==> config.mk <==
export PLATFORM = sky130hd
export DESIGN_NAME = uart_receiver
export DESIGN_NICKNAME = d
export VERILOG_FILES = /design/src/rtl/uart_pkg.sv /design/src/rtl/synchronizer.sv /design/src/rtl/uart_receiver.sv
export SDC_FILE = /design/constraint.sdc
export NUM_CORES = 1
export LEC_CHECK = 0
export CAP_MARGIN = 20
export CORE_UTILIZATION = 48
export DETAILED_ROUTE_END_ITERATION = 10
export PLACE_DENSITY_LB_ADDON = 0.3
export SYNTH_ARGS = -nofsm -noshare
export SYNTH_HDL_FRONTEND = slang
export SYNTH_HIERARCHICAL = 1
export SYNTH_SLANG_ARGS = --single-unit
==> constraint.sdc <==
create_clock -name clock -period 1.6 [get_ports clock]
set_input_delay 0.32 -clock clock [delete_from_list [all_inputs] [get_ports clock]]
set_output_delay 0.32 -clock clock [all_outputs]
set_load 0.05 [all_outputs]
==> src/rtl/uart_pkg.sv <==
// Shared UART definitions: receiver state encoding and default framing constants,
// also used by the transmitter.
package uart_pkg;

  localparam int DEFAULT_SAMPLE_RATE = 16;
  localparam int DEFAULT_DATA_BITS   = 8;

  typedef enum logic [1:0] {
    IDLE,
    START,
    DATA,
    STOP
  } rx_state_t;

endpackage

==> src/rtl/synchronizer.sv <==
// Two-flop synchroniser for a single asynchronous input, with a configurable
// reset level so idle-high and idle-low lines both come out of reset quietly.
module synchronizer #(
  parameter logic RESET_VALUE = 1'b1
) (
  input  logic clock,
  input  logic reset,
  input  logic din,
  output logic dout
);

  logic [1:0] stage_reg;

  always_ff @(posedge clock) begin
    if (reset) begin
      stage_reg <= {2{RESET_VALUE}};
    end else begin
      stage_reg <= {stage_reg[0], din};
    end
  end

  assign dout = stage_reg[1];

endmodule

==> src/rtl/uart_receiver.sv <==
// 8N1-style UART receiver driven by a 16x oversample tick: start validation at
// mid-start, mid-bit data sampling, stop check, and a valid/ready output byte.
module uart_receiver
  import uart_pkg::*;
#(
  parameter int SAMPLE_RATE = DEFAULT_SAMPLE_RATE,
  parameter int DATA_BITS   = DEFAULT_DATA_BITS
) (
  input  logic                 clock,
  input  logic                 reset,
  input  logic                 tick,
  input  logic                 rx,
  output logic [DATA_BITS-1:0] data,
  output logic                 data_valid,
  input  logic                 data_ready,
  output logic                 framing_error,
  output logic                 overrun,
  output logic                 busy
);

  localparam int CW = $clog2(SAMPLE_RATE);
  localparam int IW = $clog2(DATA_BITS) + 1;
  localparam logic [CW-1:0] CNT_HALF = CW'(SAMPLE_RATE / 2 - 1);
  localparam logic [CW-1:0] CNT_LAST = CW'(SAMPLE_RATE - 1);
  localparam logic [IW-1:0] IDX_LAST = IW'(DATA_BITS - 1);

  logic                 rx_s;
  rx_state_t            state_reg, state_next;
  logic [CW-1:0]        cnt_reg;
  logic [IW-1:0]        idx_reg;
  logic [DATA_BITS-1:0] shreg_reg;
  logic [DATA_BITS-1:0] data_reg;
  logic                 data_valid_reg;
  logic                 framing_error_reg;
  logic                 overrun_reg;
  logic                 busy_reg;

  logic                 stop_sample;
  logic                 load;
  logic                 overrun_hit;
  logic                 frame_bad;
  logic [DATA_BITS:0]   shift_wide;

  synchronizer #(.RESET_VALUE(1'b1)) u_rx_sync (
    .clock (clock),
    .reset (reset),
    .din   (rx),
    .dout  (rx_s)
  );

  always_ff @(posedge clock) begin
    if (reset) begin
      state_reg <= IDLE;
    end else if (tick) begin
      state_reg <= state_next;
    end
  end

  always_comb begin
    state_next = state_reg;
    unique case (state_reg)
      IDLE:  if (!rx_s) state_next = START;
      START: if (cnt_reg == CNT_HALF) state_next = rx_s ? IDLE : DATA;
      DATA:  if (cnt_reg == CNT_LAST && idx_reg == IDX_LAST) state_next = STOP;
      STOP:  if (cnt_reg == CNT_LAST) state_next = IDLE;
      default: state_next = IDLE;
    endcase
  end

  // A consumer accepting in the stop-sample cycle frees the slot, so the new byte loads
  always_comb begin
    stop_sample = tick && (state_reg == STOP) && (cnt_reg == CNT_LAST);
    load        = stop_sample && rx_s && (!data_valid_reg || data_ready);
    overrun_hit = stop_sample && rx_s && data_valid_reg && !data_ready;
    frame_bad   = stop_sample && !rx_s;
    shift_wide  = {rx_s, shreg_reg};
  end

  always_ff @(posedge clock) begin
    if (reset) begin
      cnt_reg           <= '0;
      idx_reg           <= '0;
      shreg_reg         <= '0;
      data_reg          <= '0;
      data_valid_reg    <= 1'b0;
      framing_error_reg <= 1'b0;
      overrun_reg       <= 1'b0;
      busy_reg          <= 1'b0;
    end else begin
      framing_error_reg <= frame_bad;
      overrun_reg       <= overrun_hit;
      if (tick) begin
        busy_reg <= (state_next != IDLE);
        unique case (state_reg)
          IDLE: cnt_reg <= '0;
          START: begin
            idx_reg <= '0;
            cnt_reg <= (cnt_reg == CNT_HALF) ? '0 : cnt_reg + CW'(1);
          end
          DATA: begin
            if (cnt_reg == CNT_LAST) begin
              cnt_reg   <= '0;
              idx_reg   <= idx_reg + IW'(1);
              shreg_reg <= shift_wide[DATA_BITS:1];
            end else begin
              cnt_reg <= cnt_reg + CW'(1);
            end
          end
          STOP: cnt_reg <= (cnt_reg == CNT_LAST) ? '0 : cnt_reg + CW'(1);
          default: cnt_reg <= '0;
        endcase
      end
      if (load) begin
        data_reg       <= shreg_reg;
        data_valid_reg <= 1'b1;
      end else if (data_valid_reg && data_ready) begin
        data_valid_reg <= 1'b0;
      end
    end
  end

  assign data          = data_reg;
  assign data_valid    = data_valid_reg;
  assign framing_error = framing_error_reg;
  assign overrun       = overrun_reg;
  assign busy          = busy_reg;

endmodule

==> reports/metrics.yaml, run 1 <==
placement:
  place_hpwl_mm: 1.91
  pre_cts_ws_ps: -149
  place.gp.congestion: 0.823
  place_area_um2: 1600
  port-buffer-count: 16
synth:
  synth_seq_cells: 32
  synthAdderAreaFrac: 0.0182
  ys_warn_count: 6
  synth_area_um2: 1380
  synth_nets: 150
  yosysUniqueCellTypes: 38
  synth_compound_area_frac: 0.102
  yosysSeqAreaShare: 0.465
  synth_top_family_by_area: "simple AND/OR/NAND/NOR gates"
  netlist.area_leader.share: 0.465
  synthTopCellsByArea: "dfxtp_1 47%, mux2i_1 12%, nor2_1 6.0%"
  yosys.area_share.simple: 0.216
  synth-xor-area-share: 0.0191
  synth_top_cell_by_area: "dfxtp_1"
  syn_inst: 143
  yosys-mux-area-fraction: 0.133
  avgSynthCellArea_um2: 9.62
clock_tree:
  cts-htree-levels: 2
  clk_pin_slew_worst_paths_ps: 100
  cts_resized: 1
  insertion_delay_ps: 330
  cts_hold_buf: 0
  clockBufferDepth: 2
  cts-root-buf: "clkbuf_4"
  cts.sinks: 32
  cts_buffers: 5
  post_cts_buffers: 0
  cts_tree: "built"
power:
  power.total_w: 0.00146
  powerDensity_nw_per_um2: 863
  pwr-share-seq: 0.551
  p_int_w: 0.00116
  clockPowerShare: 0.407
  switching_share: 0.210
  combPwrFrac: 0.042
  ir_worst_vdd_mv: 1.15
  power.switching_w: 0.000308
  leakagePower_nw: 0.637
sta:
  fmax_mhz: 683
  hold-worst-slack_ps: 412
  fin_crit_ps: 1460
  slew-limit-headroom: 0.789
  worst_pin_slew_ps: 313
  rsz0062_at_grt: "false"
  finalCritPeriodShare: 0.916
  setup_ws_ps: 135
  hold_violations: 0
  fin_skew_ps: 10.3
  setup_viol: 0
  final_max_slew_viol_count: 0
floorplan:
  die_w_um: 55.5
  die_area_um2: 3090
  row_count: 19
  chipHeight_um: 55.5
  start_util: 0.503
  ios: 17
  core_um2: 2730
finish:
  mostFrequentLayoutCells: "30 x dfxtp_1, 22 x nor2_1, 20 x buf_4, 16 x mux2i_1, 8 x nand2_1"
  antennaDiodeCount: 0
  multiInputGateArea_um2: 684
  drive_gt1_frac: 0.244
  stdcell_area_um2: 1700
  final-seq-area_um2: 643
  nets: 174
  areaGrowthSynthToFinish_pct: 23.2
  final_common_cell: "dfxtp_1"
  num-fill-cells: 245
grt:
  grt-ovfl-total: 0
  grt_pass1_wl_mm: 4.64
  grt_max_degree: 21
  antenna_found_initial: 0
  grt_use_total: 0.193
  grt_pass1_vias: 1050
drt:
  drt_iter0_markers: 31
  first_pass_iters: 4
  drc: 0
  routed_wl_mm: 2.66
  wl_per_cell_um: 13.4
  vias_per_cell: 5.37
  antenna_left: 0
  vias: 1069
worst_setup_path:
  cp-end-kind: "flip-flop"
  crit_chain: "ha_4 > nand4_4 > nor3b_2 > buf_6 > mux2i_1 > nor2_1"
  cp.arrival_ps: 1690
  setup.worst_path.class: "flip-flop to flip-flop"
  cp-start-kind: "flip-flop"
  worstPathMaxFanout: 8
  cpPeakStageDelay_ps: 380
  worstPathRequired_ps: 1820
  critical-path-slowest-cell: "dfxtp_2"
flow_run:
  max_cap_violations: 0
outcome:
  outcome: "complete, no violations"
min_path:
  hp-class: "flip-flop to flip-flop"
==> cells by family after synthesis <==
family	Yosys count
compound gates	21
xor+xnor	3
fa+ha+maj	2
buf+inv	13
flops	32
mux	18
simple gates	54
==> power by group through the flow <==
stage / combinational [W] / clock (W) / sequential, W
final: 0.0000612 / 0.000596 / 0.000806
after global routing: 0.0000665 / 0.000637 / 0.000807
after CTS: 0.0000605 / 0.000609 / 0.000806
after detailed placement: 0.0000602 / 0 / 0.000824
after global placement: 0.0000601 / 0 / 0.000824
after floorplan: 0.0000322 / 0 / 0.000825
==> worst max-delay path, delay by kind of cell, from the launching register on <==
family | cells | cell delay (ps)
multiplexers | 1 | 210
AND/OR/NAND/NOR | 3 | 400
buffers and inverters | 1 | 180
adder cells (fa/ha/maj) | 1 | 180
flip-flops | 1 | 380
==> metrics by stage <==
stage,util,TNS [ps],std cells
6_report,0.620,0,199
5_1_grt,0.620,0,199
4_1_cts,0.614,0,199
3_5_place_dp,0.585,-1060,191
3_3_place_gp,0.585,-775,191
2_1_floorplan,-,0,143
==> per-layer routing <==
layer	part of all wire	GRT usage
met1	0.46	0.221
met2	0.47	0.329
met3	0.056	0.0703
met4	0.014	0.0714
met5	0	0
==> layout make-up <==
cell class | count | area share
inverter | 3 | 0.00664
clock inverter | 2 | 0.0207
multi-input combinational | 98 | 0.404
timing repair buffer | 27 | 0.142
tap | 31 | 0.0229
clock buffer | 6 | 0.0244
sequential | 32 | 0.379
==> path summary, 6_finish.rpt <==
check | start | endpoint | slack (ps) | cells past startpoint
worst max-delay path | cnt_reg[0] | data[4] | 140 | 6
worst min-delay path | u_rx_sync/stage_reg[0] | u_rx_sync/stage_reg[1] | 410 | 1
worst max register to register | cnt_reg[0] | data[4] | 140 | 6
worst min register to register | u_rx_sync/stage_reg[0] | u_rx_sync/stage_reg[1] | 410 | 1
==> cell usage after synthesis <==
cell       number
a21boi_0        1
o311ai_0        1
clkbuf_1        3
nor3_1          3
mux2_2          2
mux2i_1        16
nand2_1         8
nand3_1         5
o221ai_1        2
o311a_1         1
and4b_2         1
nand2b_2        1
nor2b_1         2
xnor2_1         2
nor2_1         22
clkbuf_2        1
inv_1           3
o31ai_1         1
a211oi_1        1
nand2b_1        2
o21a_1          1
or2_2           1
nor4_1          2
buf_2           5
o21bai_1        1
dfxtp_1        32
ha_1            2
o211ai_1        1
a21oi_1         6
o21ai_0         4
nor3b_2         1
xor2_1          1
o2111ai_1       1
nand3b_1        2
buf_6           1
nor2_8          1
or2_1           2
nand4_4         1
No activity file was read; power rests on OpenSTA's default activity.
==> run 2, diff against run 1 <==
--- a/config.mk
+++ b/config.mk
@@ -5,6 +5,7 @@
 export SDC_FILE = /design/constraint.sdc
 export NUM_CORES = 1
 export LEC_CHECK = 0
+export ABC_CLOCK_PERIOD_IN_PS = 1600
 export CAP_MARGIN = 20
 export CORE_UTILIZATION = 48
 export DETAILED_ROUTE_END_ITERATION = 10
==> results of run 2 <==
Final layout, timing and power as in run 1 (identical DEF).
==> run 3, diff against run 2 <==
--- a/config.mk
+++ b/config.mk
@@ -7,6 +7,7 @@
 export LEC_CHECK = 0
 export ABC_CLOCK_PERIOD_IN_PS = 1600
 export CAP_MARGIN = 20
+export CORE_MARGIN = 3
 export CORE_UTILIZATION = 48
 export DETAILED_ROUTE_END_ITERATION = 10
 export PLACE_DENSITY_LB_ADDON = 0.3
==> run 3 against run 2 <==
  * Power down 8.9%
  * Global-route usage down 1.9 points
  * Non-clock buffer count up 2
  * Clock power down 21%
  * First-iteration DRC count down 13%
  * Critical endpoint is now busy
==> reports/metrics.yaml, run 3 (same netlist as run 1, synthesis figures left out) <==
worst_setup_path:
  setup.worst_path.class: "flip-flop to flip-flop"
  worstPathMaxFanout: 6
  worstPathRequired_ps: 1810
  cp-end-kind: "flip-flop"
  cp-start-kind: "flip-flop"
  cp.arrival_ps: 1680
min_path:
  hp-class: "flip-flop to flip-flop"
sta:
  hold_violations: 0
  fin_skew_ps: 3.80
  setup_viol: 0
  slew-limit-headroom: 0.784
  fmax_mhz: 679
  hold-worst-slack_ps: 417
  rsz0062_at_grt: "false"
  fin_crit_ps: 1470
  worst_pin_slew_ps: 324
  final_max_slew_viol_count: 0
  finalCritPeriodShare: 0.920
floorplan:
  start_util: 0.531
  row_count: 18
  ios: 17
  die_area_um2: 3550
  die_w_um: 59.5
  core_um2: 2590
  chipHeight_um: 59.5
drt:
  drt_iter0_markers: 27
  routed_wl_mm: 2.63
  vias_per_cell: 5.46
  first_pass_iters: 4
  vias: 1091
  drc: 0
  wl_per_cell_um: 13.1
  antenna_left: 0
clock_tree:
  cts-htree-levels: 2
  cts_tree: "built"
  clockBufferDepth: 2
  insertion_delay_ps: 320
  cts_buffers: 5
  cts-root-buf: "clkbuf_4"
  cts_resized: 0
  post_cts_buffers: 0
  cts_hold_buf: 0
  clk_pin_slew_worst_paths_ps: 90
  cts.sinks: 32
finish:
  multiInputGateArea_um2: 684
  drive_gt1_frac: 0.247
  nets: 176
  mostFrequentLayoutCells: "30 x dfxtp_1, 23 x buf_4, 22 x nor2_1, 16 x mux2i_1, 8 x nand2_1"
  finalNonFillerCells: 200
  final_common_cell: "dfxtp_1"
  stdcell_area_um2: 1690
  areaGrowthSynthToFinish_pct: 22.6
  finish.utilization: 0.652
  num-fill-cells: 219
  antennaDiodeCount: 0
  final-seq-area_um2: 643
placement:
  port-buffer-count: 16
  dp_cells: 192
  place_hpwl_mm: 1.93
  place_area_um2: 1610
  place.gp.congestion: 0.811
flow_run:
  max_cap_violations: 0
power:
  ir_worst_vdd_mv: 0.829
  power.total_w: 0.00133
  leakagePower_nw: 0.635
  powerDensity_nw_per_um2: 790
grt:
  antenna_found_initial: 0
  grt-ovfl-total: 0
  grt_use_total: 0.174
  grt_pass1_vias: 1033
  grt_max_degree: 23
  grt_pass1_wl_mm: 4.65
outcome:
  outcome: "complete, no violations"
[run 3: changes by cell type in the layout (fill, tap and decap cells not counted)]
cell       delta
buf_4         +3
buf_6         -1
bufinv_16     -1
clkbuf_1      +1
clkbuf_8      +1
clkinv_2      -1
o311ai_0      -1
o311ai_1      +1
[run 3: worst max-delay path: stages (launching register included)]
cell and delay (ps):
dfxtp_2 350, ha_4 180, buf_4 150, and4b_2 200
o221ai_1 210, a21boi_0 190, o21ai_0 80
[run 3: final timing paths]
| path | startpoint | endpoint | slack [ps] | depth (start not counted) |
|---|---|---|---|---|
| setup / recovery | cnt_reg[0] | busy | 130 | 6 |
| hold / removal | u_rx_sync/stage_reg[0] | u_rx_sync/stage_reg[1] | 420 | 1 |
| setup reg to reg | cnt_reg[0] | busy | 130 | 6 |
| hold reg to reg | u_rx_sync/stage_reg[0] | u_rx_sync/stage_reg[1] | 420 | 1 |
[run 3: metrics by stage]
step	worst slack (ps)	TNS (ps)
floorplan	55.3	0
global placement	-139	-1580
detailed placement	-195	-2270
CTS	17.2	0
global route	25.8	0
finish	128	0
[run 3: layout make-up]
class / count / area share
inverter: 3 / 0.00667
sequential: 32 / 0.381
tap: 30 / 0.0222
multi-input combinational: 98 / 0.405
clock buffer: 8 / 0.0348
timing repair buffer: 29 / 0.150
[run 3: metal layers]
metal / up-vias / track usage / routed length (µm) / share of wire
met2: 21 / 0.253 / 1190 / 0.45
li1: 549 / - / - / -
met1: 514 / 0.237 / 1250 / 0.48
met4: 0 / 0.0854 / 43 / 0.016
met5: - / 0 / 0 / 0
met3: 7 / 0.0458 / 142 / 0.054
[run 3: power breakdown]
| group | switching [W] | internal, W | total [W] |
|---|---|---|---|
| Clock | 0.000253 | 0.000217 | 0.000469 |
| Sequential | 0.00000551 | 0.000801 | 0.000806 |
| Combinational | 0.0000330 | 0.0000251 | 0.0000581 |
